==> src/rtl/serial_add_sub_if.sv <==
// Handshake and operand/result bundle for the bit-serial adder/subtractor.
// Master drives the request side; slave is the arithmetic unit.
interface serial_add_sub_if #(
  parameter int WIDTH = 8
);
  logic             start;
  logic [WIDTH-1:0] A;
  logic [WIDTH-1:0] B;
  logic             Sub;
  logic [WIDTH-1:0] S;
  logic             Co;
  logic             Ovf;
  logic             busy;
  logic             done;

  modport master (
    output start, A, B, Sub,
    input  S, Co, Ovf, busy, done
  );

  modport slave (
    input  start, A, B, Sub,
    output S, Co, Ovf, busy, done
  );
endinterface

==> src/rtl/serial_add_sub.sv <==
// Bit-serial adder/subtractor: one full-adder cell plus a carry flop,
// one bit per clock, LSB first, with start/busy/done handshake.
module serial_add_sub #(
  parameter int WIDTH = 8
) (
  input  logic             clk,
  input  logic             rst_n,
  serial_add_sub_if.slave  io
);

  localparam int CW = $clog2(WIDTH) + 1;

  typedef enum logic [1:0] {
    IDLE,
    RUN,
    DONE
  } state_t;

  state_t           state;
  state_t           state_nx;

  logic [WIDTH-1:0] op_a;
  logic [WIDTH-1:0] op_b;
  logic [WIDTH-2:0] acc;
  logic [WIDTH-1:0] acc_nx;
  logic [WIDTH-1:0] s_q;
  logic [CW-1:0]    cnt;
  logic             carry;
  logic             c_msb_in;
  logic             c_out;

  logic             sum_bit;
  logic             carry_nx;
  logic             last;
  logic             accept;

  assign sum_bit  = op_a[0] ^ op_b[0] ^ carry;
  assign carry_nx = (op_a[0] & op_b[0]) |
                    (op_a[0] & carry) |
                    (op_b[0] & carry);
  assign acc_nx   = {sum_bit, acc};
  assign last     = (cnt == CW'(WIDTH - 1));
  assign accept   = io.start & (state != RUN);

  always_comb begin
    state_nx = state;
    unique case (state)
      IDLE: begin
        if (io.start) state_nx = RUN;
      end
      RUN: begin
        if (last) state_nx = DONE;
      end
      DONE: begin
        state_nx = io.start ? RUN : IDLE;
      end
      default: state_nx = IDLE;
    endcase
  end

  always_ff @(posedge clk) begin
    if (!rst_n) begin
      state    <= IDLE;
      op_a     <= '0;
      op_b     <= '0;
      acc      <= '0;
      s_q      <= '0;
      cnt      <= '0;
      carry    <= 1'b0;
      c_msb_in <= 1'b0;
      c_out    <= 1'b0;
    end else begin
      state <= state_nx;
      if (accept) begin
        // Subtract as A + ~B + 1: the +1 rides in as the initial carry.
        op_a  <= io.A;
        op_b  <= io.Sub ? ~io.B : io.B;
        carry <= io.Sub;
        cnt   <= '0;
      end else if (state == RUN) begin
        op_a  <= op_a >> 1;
        op_b  <= op_b >> 1;
        acc   <= acc_nx[WIDTH-1:1];
        carry <= carry_nx;
        cnt   <= cnt + CW'(1);
        if (last) begin
          s_q      <= acc_nx;
          c_msb_in <= carry;
          c_out    <= carry_nx;
        end
      end
    end
  end

  assign io.S    = s_q;
  assign io.Co   = c_out;
  assign io.Ovf  = c_msb_in ^ c_out;
  assign io.busy = (state == RUN);
  assign io.done = (state == DONE);

endmodule

==> src/flat_wrapper.sv <==
// flat-port wrapper written by rule: the top's interface ports become plain ports
module serial_add_sub_flat 
#(
  parameter int WIDTH = 8
)
  (clk, rst_n, io_start, io_A, io_B, io_Sub, io_S, io_Co, io_Ovf, io_busy, io_done);
  serial_add_sub_if #(.WIDTH(WIDTH)) io_i ();
  input  logic clk;
  input  logic rst_n;
  input wire logic [$bits(io_i.start)-1:0] io_start;
  input wire logic [$bits(io_i.A)-1:0] io_A;
  input wire logic [$bits(io_i.B)-1:0] io_B;
  input wire logic [$bits(io_i.Sub)-1:0] io_Sub;
  output wire logic [$bits(io_i.S)-1:0] io_S;
  output wire logic [$bits(io_i.Co)-1:0] io_Co;
  output wire logic [$bits(io_i.Ovf)-1:0] io_Ovf;
  output wire logic [$bits(io_i.busy)-1:0] io_busy;
  output wire logic [$bits(io_i.done)-1:0] io_done;
  assign io_i.start = io_start;
  assign io_i.A = io_A;
  assign io_i.B = io_B;
  assign io_i.Sub = io_Sub;
  assign io_S = io_i.S;
  assign io_Co = io_i.Co;
  assign io_Ovf = io_i.Ovf;
  assign io_busy = io_i.busy;
  assign io_done = io_i.done;
  serial_add_sub #(.WIDTH(WIDTH)) u_core (.clk(clk), .rst_n(rst_n), .io(io_i));
endmodule
==> config.mk <==
export PLATFORM = sky130hd
export DESIGN_NAME = serial_add_sub_flat
export DESIGN_NICKNAME = d
export VERILOG_FILES = /design/src/rtl/serial_add_sub_if.sv /design/src/rtl/serial_add_sub.sv /design/src/flat_wrapper.sv
export SDC_FILE = /design/constraint.sdc
export NUM_CORES = 1
export LEC_CHECK = 0
export BUFFER_PORTS_ARGS = -buffer_cell sky130_fd_sc_hd__buf_2
export CAP_MARGIN = 20
export CORE_ASPECT_RATIO = 0.75
export CORE_MARGIN = 10
export CORE_UTILIZATION = 45
export CTS_CLUSTER_SIZE = 16
export DETAILED_ROUTE_END_ITERATION = 7
export PLACE_DENSITY = 0.65
export SLEW_MARGIN = 15
export SYNTH_ARGS = -nofsm -noshare
export SYNTH_HDL_FRONTEND = slang
export SYNTH_SLANG_ARGS = --single-unit
==> constraint.sdc <==
create_clock -name clk -period 2.7 [get_ports clk]
set_input_delay 0.135 -clock clk [delete_from_list [all_inputs] [get_ports clk]]
set_output_delay 0.135 -clock clk [all_outputs]
set_load 0.02 [all_outputs]
==> results of run 1 <==
[layer usage]
layer / up-vias / GRT usage
met3: 8 / 0.04724
met5: - / 0
met4: 0 / 0.04266
met1: 652 / 0.1202
met2: 29 / 0.1875
li1: 707 / -
[state kept, by name, summed over array words and instances (netlist names)]
name / cells
u_core.acc: 7
u_core.c_msb_in: 1
u_core.carry: 1
u_core.cnt: 4
u_core.io.Co: 1
u_core.io.S: 8
u_core.op_a: 8
u_core.op_b: 8
u_core.state: 2
[critical path, delay by kind of cell, from the launching register on]
| kind | cells | cell delay (ns) |
|---|---|---|
| AND/OR/NAND/NOR | 1 | 0.49 |
| flip-flops | 1 | 0.31 |
| buffers and inverters | 2 | 0.76 |
[layout make-up]
class,count,area (µm²)
Fill cell,362,1713
Multi-Input combinational cell,134,873.3
Sequential cell,40,800.8
Timing Repair Buffer,31,155.1
Clock buffer,7,86.33
Tap cell,52,65.06
Clock inverter,1,7.507
Inverter,2,7.507
[cell usage after synthesis (all sizes together)]
| cell | n | share of area |
|---|---|---|
| nand2b | 1 | 0.0050 |
| mux2 | 1 | 0.0064 |
| a21oi | 10 | 0.028 |
| o21a | 1 | 0.0043 |
| nor3b | 1 | 0.0043 |
| fa | 1 | 0.011 |
| nand3 | 2 | 0.0057 |
| nor3 | 1 | 0.0028 |
| mux2i | 19 | 0.11 |
| buf | 11 | 0.038 |
| a211oi | 10 | 0.043 |
| or3 | 1 | 0.0036 |
| dfxtp | 40 | 0.46 |
| a31oi | 1 | 0.0036 |
| inv | 2 | 0.0043 |
| a2111oi | 7 | 0.035 |
| nand3b | 3 | 0.013 |
| nor2 | 20 | 0.052 |
| xnor2 | 8 | 0.040 |
| ha | 1 | 0.0071 |
| nor2b | 2 | 0.0071 |
| xor2 | 1 | 0.0050 |
| nand2 | 36 | 0.077 |
| clkbuf | 3 | 0.0064 |
| a31o | 7 | 0.035 |
[stage by stage]
| step | power, mW | setup slack (ns) |
|---|---|---|
| 4_1_cts | 1.194 | 0.7143 |
| 2_1_floorplan | 0.7520 | 1.487 |
| 3_5_place_dp | 0.7817 | 0.8658 |
| 5_1_grt | 1.235 | 0.5475 |
| 6_report | 1.177 | 0.7157 |
| 3_3_place_gp | 0.7748 | 1.003 |
[worst max-delay path by stage]
stage | from | endpoint | cells past startpoint
after global placement | u_core.state[1] | u_core.op_b[5] | 4
after CTS | u_core.state[1] | io_busy | 3
after floorplan | u_core.cnt[0] | u_core.c_msb_in | 4
after detailed placement | u_core.state[1] | u_core.op_b[3] | 4
final | u_core.state[1] | io_busy | 3
after global routing | u_core.state[1] | io_busy | 3
[power groups by stage]
stage	clock (mW)	sequential, mW	combinational [mW]
6_report	0.411	0.636	0.131
3_5_place_dp	0	0.649	0.133
3_3_place_gp	0	0.648	0.127
5_1_grt	0.446	0.639	0.150
2_1_floorplan	0	0.645	0.107
4_1_cts	0.425	0.635	0.133
[placed cells by master (no fill, tap or decap), drive strengths merged, types with 2 or more instances in the layout]
cell	synthesis	final
inv	2	2
a211oi	10	10
a2111oi	7	7
dfxtp	40	40
a31o	7	7
nor2b	2	2
nand2	36	36
nand3b	3	3
clkbuf	3	7
mux2i	19	19
nand3	2	2
a21oi	10	10
nor2	20	20
xnor2	8	8
buf	11	31
[cells by family (layout without fill, tap and decap cells)]
group,Yosys count,count (layout),share of synthesized area
and+or+nand+nor,67,67,0.1700
DFF,40,40,0.4552
AOI/OAI and AO/OA,36,36,0.1487
muxes,20,20,0.1145
buffers and inverters,16,41,0.04836
xor gates and xnor gates,9,9,0.04481
adders and majority gates,2,2,0.01849
==> reports/results.tsv, run 1 <==
metric	value	unit
outcome	finished, final reports clean	
synth_nets	212	
insertedDiodeCount	0	
post-route-min-period	1.984	ns
clock_path_buffers	2	
crit_arrival	1.85	ns
die_area	6836	µm²
detail-route-antenna-nets	0	
fp.dieW	92.20	µm
port_buffers	31	
drtIter0Drc	91	
layout.cells.non_filler	267	
intPower	0.8804	mW
synth_warnings	0	
drt-met1-wl	1.582	mm
max_stage_delay	0.50	ns
numCtsBuffers	5	
skew	0.006871	ns
utilization	0.5381	
io_pins	32	
ys_types	28	
vias	1396	
setup_violations	0	
crit_slowest_cell	inv_2	
worstRegToRegCells	4	
syn-cell-area	1759	µm²
area_growth	13.44	%
final_area	1996	µm²
synth_cells	190	
p_seq_frac	0.540	
startpoint_type	flip-flop	
hold_violations	0	
syn_avg_cell_area	9.259	µm²
rsz0062_at_grt	no	
rows	19	
hold_class	in -> reg	
clockRootBuffer	clkbuf_8	
nets	236	
r2r-end	u_core.op_b[3]	
grt_use_total	0.1098	
dr_wl_met2	1.737	mm
drive_gt1_frac	0.2000	
wl	3.592	mm
grt_overflow_total	0	
grt_first_pass_wirelength	6.182	mm
finalSetupTns	0	ns
p_sw	0.2971	mW
cts_sinks	40	
crit_fanout	32	
p_leak	0.7973	nW
grt_pass1_vias	1393	
dpl_cell_area	1902	µm²
gp_congestion	0.7313	
netSwitchingFraction	0.2523	
wl_per_cell	13.45	µm
post_cts_buffers	0	
wl_met3	218	µm
critPathCaptureType	output port	
start_util	0.4744	
fmax	0.5040	GHz
powerDensity	590.0	nW/µm²
seq_area_frac_synth	0.4552	
grt_antenna_before_repair	0	
ys_seq_elements	40	
cts.reportedPaths.clkPinSlew	0.07	ns
reg2reg_from	u_core.state[1]	
top_layer_used	met4	
worst_hold_path.num_cells	3	
clockPowerShare	0.349	
cts_htree_levels	2	
drt-pass1-iter-count	4	
place_inst	259	
max_slew_margin	0.5581	
timing.hold.ws	0.08796	ns
cts_tree	done	
fin_crit_sh	0.7349	
hpwlAfterDp	2.473	mm
max-vdd-ir-drop	0.0003051	V
cts_hold_buf	0	
cp.required	2.57	ns
crit_type	reg -> out	
core	3709	µm²
worstHoldStart	io_A[7]	
worst_pin_slew	0.6628	ns
die_height	74.15	µm
worstPathCellList	nand2b_2 -> inv_2 -> buf_2	
maxCapViolCount	0	
insertion_delay	0.29	ns
worstHoldEndpoint	u_core.op_a[7]	
slew_violations	0	
drc_errors	0	
viasPerCell	5.228	
cts_resized	0	
pwr-share-comb	0.111	
grt_max_degree	33	
rrSetupSlack	0.84	ns
Power figures use the tool's default switching activity.
==> run 2, diff against run 1 <==
--- a/config.mk
+++ b/config.mk
@@ -12,7 +12,7 @@
 export CORE_UTILIZATION = 45
 export CTS_CLUSTER_SIZE = 16
 export DETAILED_ROUTE_END_ITERATION = 7
-export PLACE_DENSITY = 0.65
+export PLACE_DENSITY = 0.67
 export SLEW_MARGIN = 15
 export SYNTH_ARGS = -nofsm -noshare
 export SYNTH_HDL_FRONTEND = slang
==> constraint.sdc (replaced) <==
create_clock -name clk -period 1.6 [get_ports clk]
set_input_delay 0.08 -clock clk [delete_from_list [all_inputs] [get_ports clk]]
set_output_delay 0.08 -clock clk [all_outputs]
set_load 0.02 [all_outputs]
==> reports/results.tsv, run 2 (same netlist as run 1, synthesis figures left out) <==
metric	value	unit	change
outcome	finished, final reports clean		
core	3709	µm²	unchanged
area_growth	16.22	%	
layout_commonest_cell	dfxtp_1		
nets	242		+2.5%
drc_errors	0		unchanged
max_slew_margin	0.6165		+0.05837
worst_hold_path.num_cells	3		unchanged
powerDensity	954.9	nW/µm²	+62%
max_stage_delay	0.33	ns	-0.17 ns
crit_fanout	20		-38%
p_leak	0.8296	nW	+4.0%
wl_per_cell	12.67	µm	-5.8%
fin_crit_sh	0.8919		
fp.dieW	92.20	µm	unchanged
cts.reportedPaths.clkPinSlew	0.07	ns	about the same
rows	19		unchanged
grt_max_degree	31		-6.1%
critPathCaptureType	output port		
mostFrequentLayoutCells	dfxtp_1, nand2_1, buf_2, mux2i_1, nor2_1		
die_height	74.15	µm	unchanged
finalSetupTns	0	ns	unchanged
skew	0.009137	ns	+0.002266 ns
hold_violations	0		unchanged
final_area	2044	µm²	+2.4%
cts_htree_levels	2		unchanged
multi_input_area	878.3	µm²	+0.57%
busiest_layer	met2		
grt_pass1_vias	1293		-7.2%
worst_pin_slew	0.5753	ns	-0.08756 ns
rrSetupSlack	0.22	ns	-0.62 ns
cts_sinks	40		unchanged
crit_type	reg -> out		
detail-route-antenna-nets	0		unchanged
drtIter0Drc	81		-11%
wl	3.460	mm	-3.7%
maxCapViolCount	0		unchanged
die_area	6836	µm²	unchanged
fill_cells	367		+1.4%
viasPerCell	4.963		-5.1%
post-route-min-period	1.427	ns	
port_buffers	31		unchanged
met2_usage	0.1586		-0.02891
worstRegToRegCells	4		unchanged
grt_antenna_before_repair	0		unchanged
hpwlAfterDp	2.492	mm	+0.76%
insertion_delay	0.29	ns	about the same
clock_path_buffers	2		unchanged
numCtsBuffers	5		unchanged
use_met3	0.04221		-0.005025
grt_first_pass_wirelength	5.947	mm	-3.8%
drt-pass1-iter-count	4		unchanged
gp_congestion	0.7038		-3.8%
dpl_cell_area	1947	µm²	+2.4%
regArea	800.8	µm²	unchanged
grt_use_total	0.1060		-0.003814
crit_slowest_cell	dfxtp_1		
met1_usage	0.1313		+0.01109
insertedDiodeCount	0		unchanged
vias	1355		-2.9%
hold_class	in -> reg		
start_util	0.4744		unchanged
cts_tree	done		
clockRootBuffer	clkbuf_8		
cp.required	1.52	ns	-1.05 ns
grt_overflow_total	0		unchanged
fmax	0.7008	GHz	
slew_violations	0		unchanged
startpoint_type	flip-flop		
worstPathCellList	nand2b_4 -> clkinv_4 -> buf_4 -> buf_2		
max-vdd-ir-drop	0.0005738	V	+88%
io_pins	32		unchanged
setup_violations	0		unchanged
crit_arrival	1.35	ns	-0.50 ns
drive_gt1_frac	0.2262		+0.02624
rsz0062_at_grt	no		
## run 2: cell count changes in the layout (fill, tap and decap cells not counted), sizes merged
cell,previous run,this run
clkinvlp,1,0
inv,2,1
clkinv,0,4
clkbuf,7,5
buf,31,37
## run 2: what timing repair did
| item | CTS | global route |
|---|---|---|
| hold buffers | 0 | 0 |
| buffers inserted | 0 | 0 |
| pin swaps | 0 | 0 |
| resized for setup | 1 | 3 |
| setup endpoints to repair | 1 | 1 |
| cloned | 0 | 0 |
## run 2: critical path, delay by kind of cell (launching register included)
family,cells,cell delay (ns)
buf+inv,3,0.52
flops,1,0.33
simple gates,1,0.21
## run 2: path summary, 6_finish.rpt
check                       start             end
setup reg to reg    u_core.cnt[0]  u_core.io.S[5]
setup / recovery  u_core.state[1]         io_busy
hold / removal            io_A[7]  u_core.op_a[7]
hold reg to reg    u_core.io.S[6]  u_core.io.S[6]
## run 2: layout make-up
class                           count  area share
Multi-Input combinational cell    134      0.4296
Tap cell                           52     0.03182
Timing Repair Buffer               37     0.09792
Sequential cell                    40      0.3917
Inverter                            2    0.006120
Clock buffer                        5     0.03366
Clock inverter                      3    0.009180
## run 2: where the power goes
part           switching (mW)  internal, mW
clock network           0.337         0.303
registers              0.0288          1.04
logic                   0.133         0.107
## run 2: per-stage QoR
| step | power [mW] | worst slack [ns] | utilization | hold slack (ns) | instances |
|---|---|---|---|---|---|
| CTS | 1.976 | 0.04044 | 0.5493 | 0.04400 | 273 |
| floorplan | 1.269 | 0.3872 | - | 0.2272 | 190 |
| global route | 2.055 | 0.09035 | 0.5513 | 0.08432 | 273 |
| finish | 1.952 | 0.1730 | 0.5513 | 0.04474 | 273 |
| global placement | 1.331 | 0.2449 | 0.5250 | 0.3298 | 265 |
| detailed placement | 1.333 | 0.2221 | 0.5250 | 0.3508 | 265 |
## run 2: layer usage
metal | up-vias | routed length (µm)
met3 | 8 | 186
met4 | 0 | 54
met2 | 21 | 1521
met5 | - | 0
met1 | 604 | 1697
li1 | 722 | -
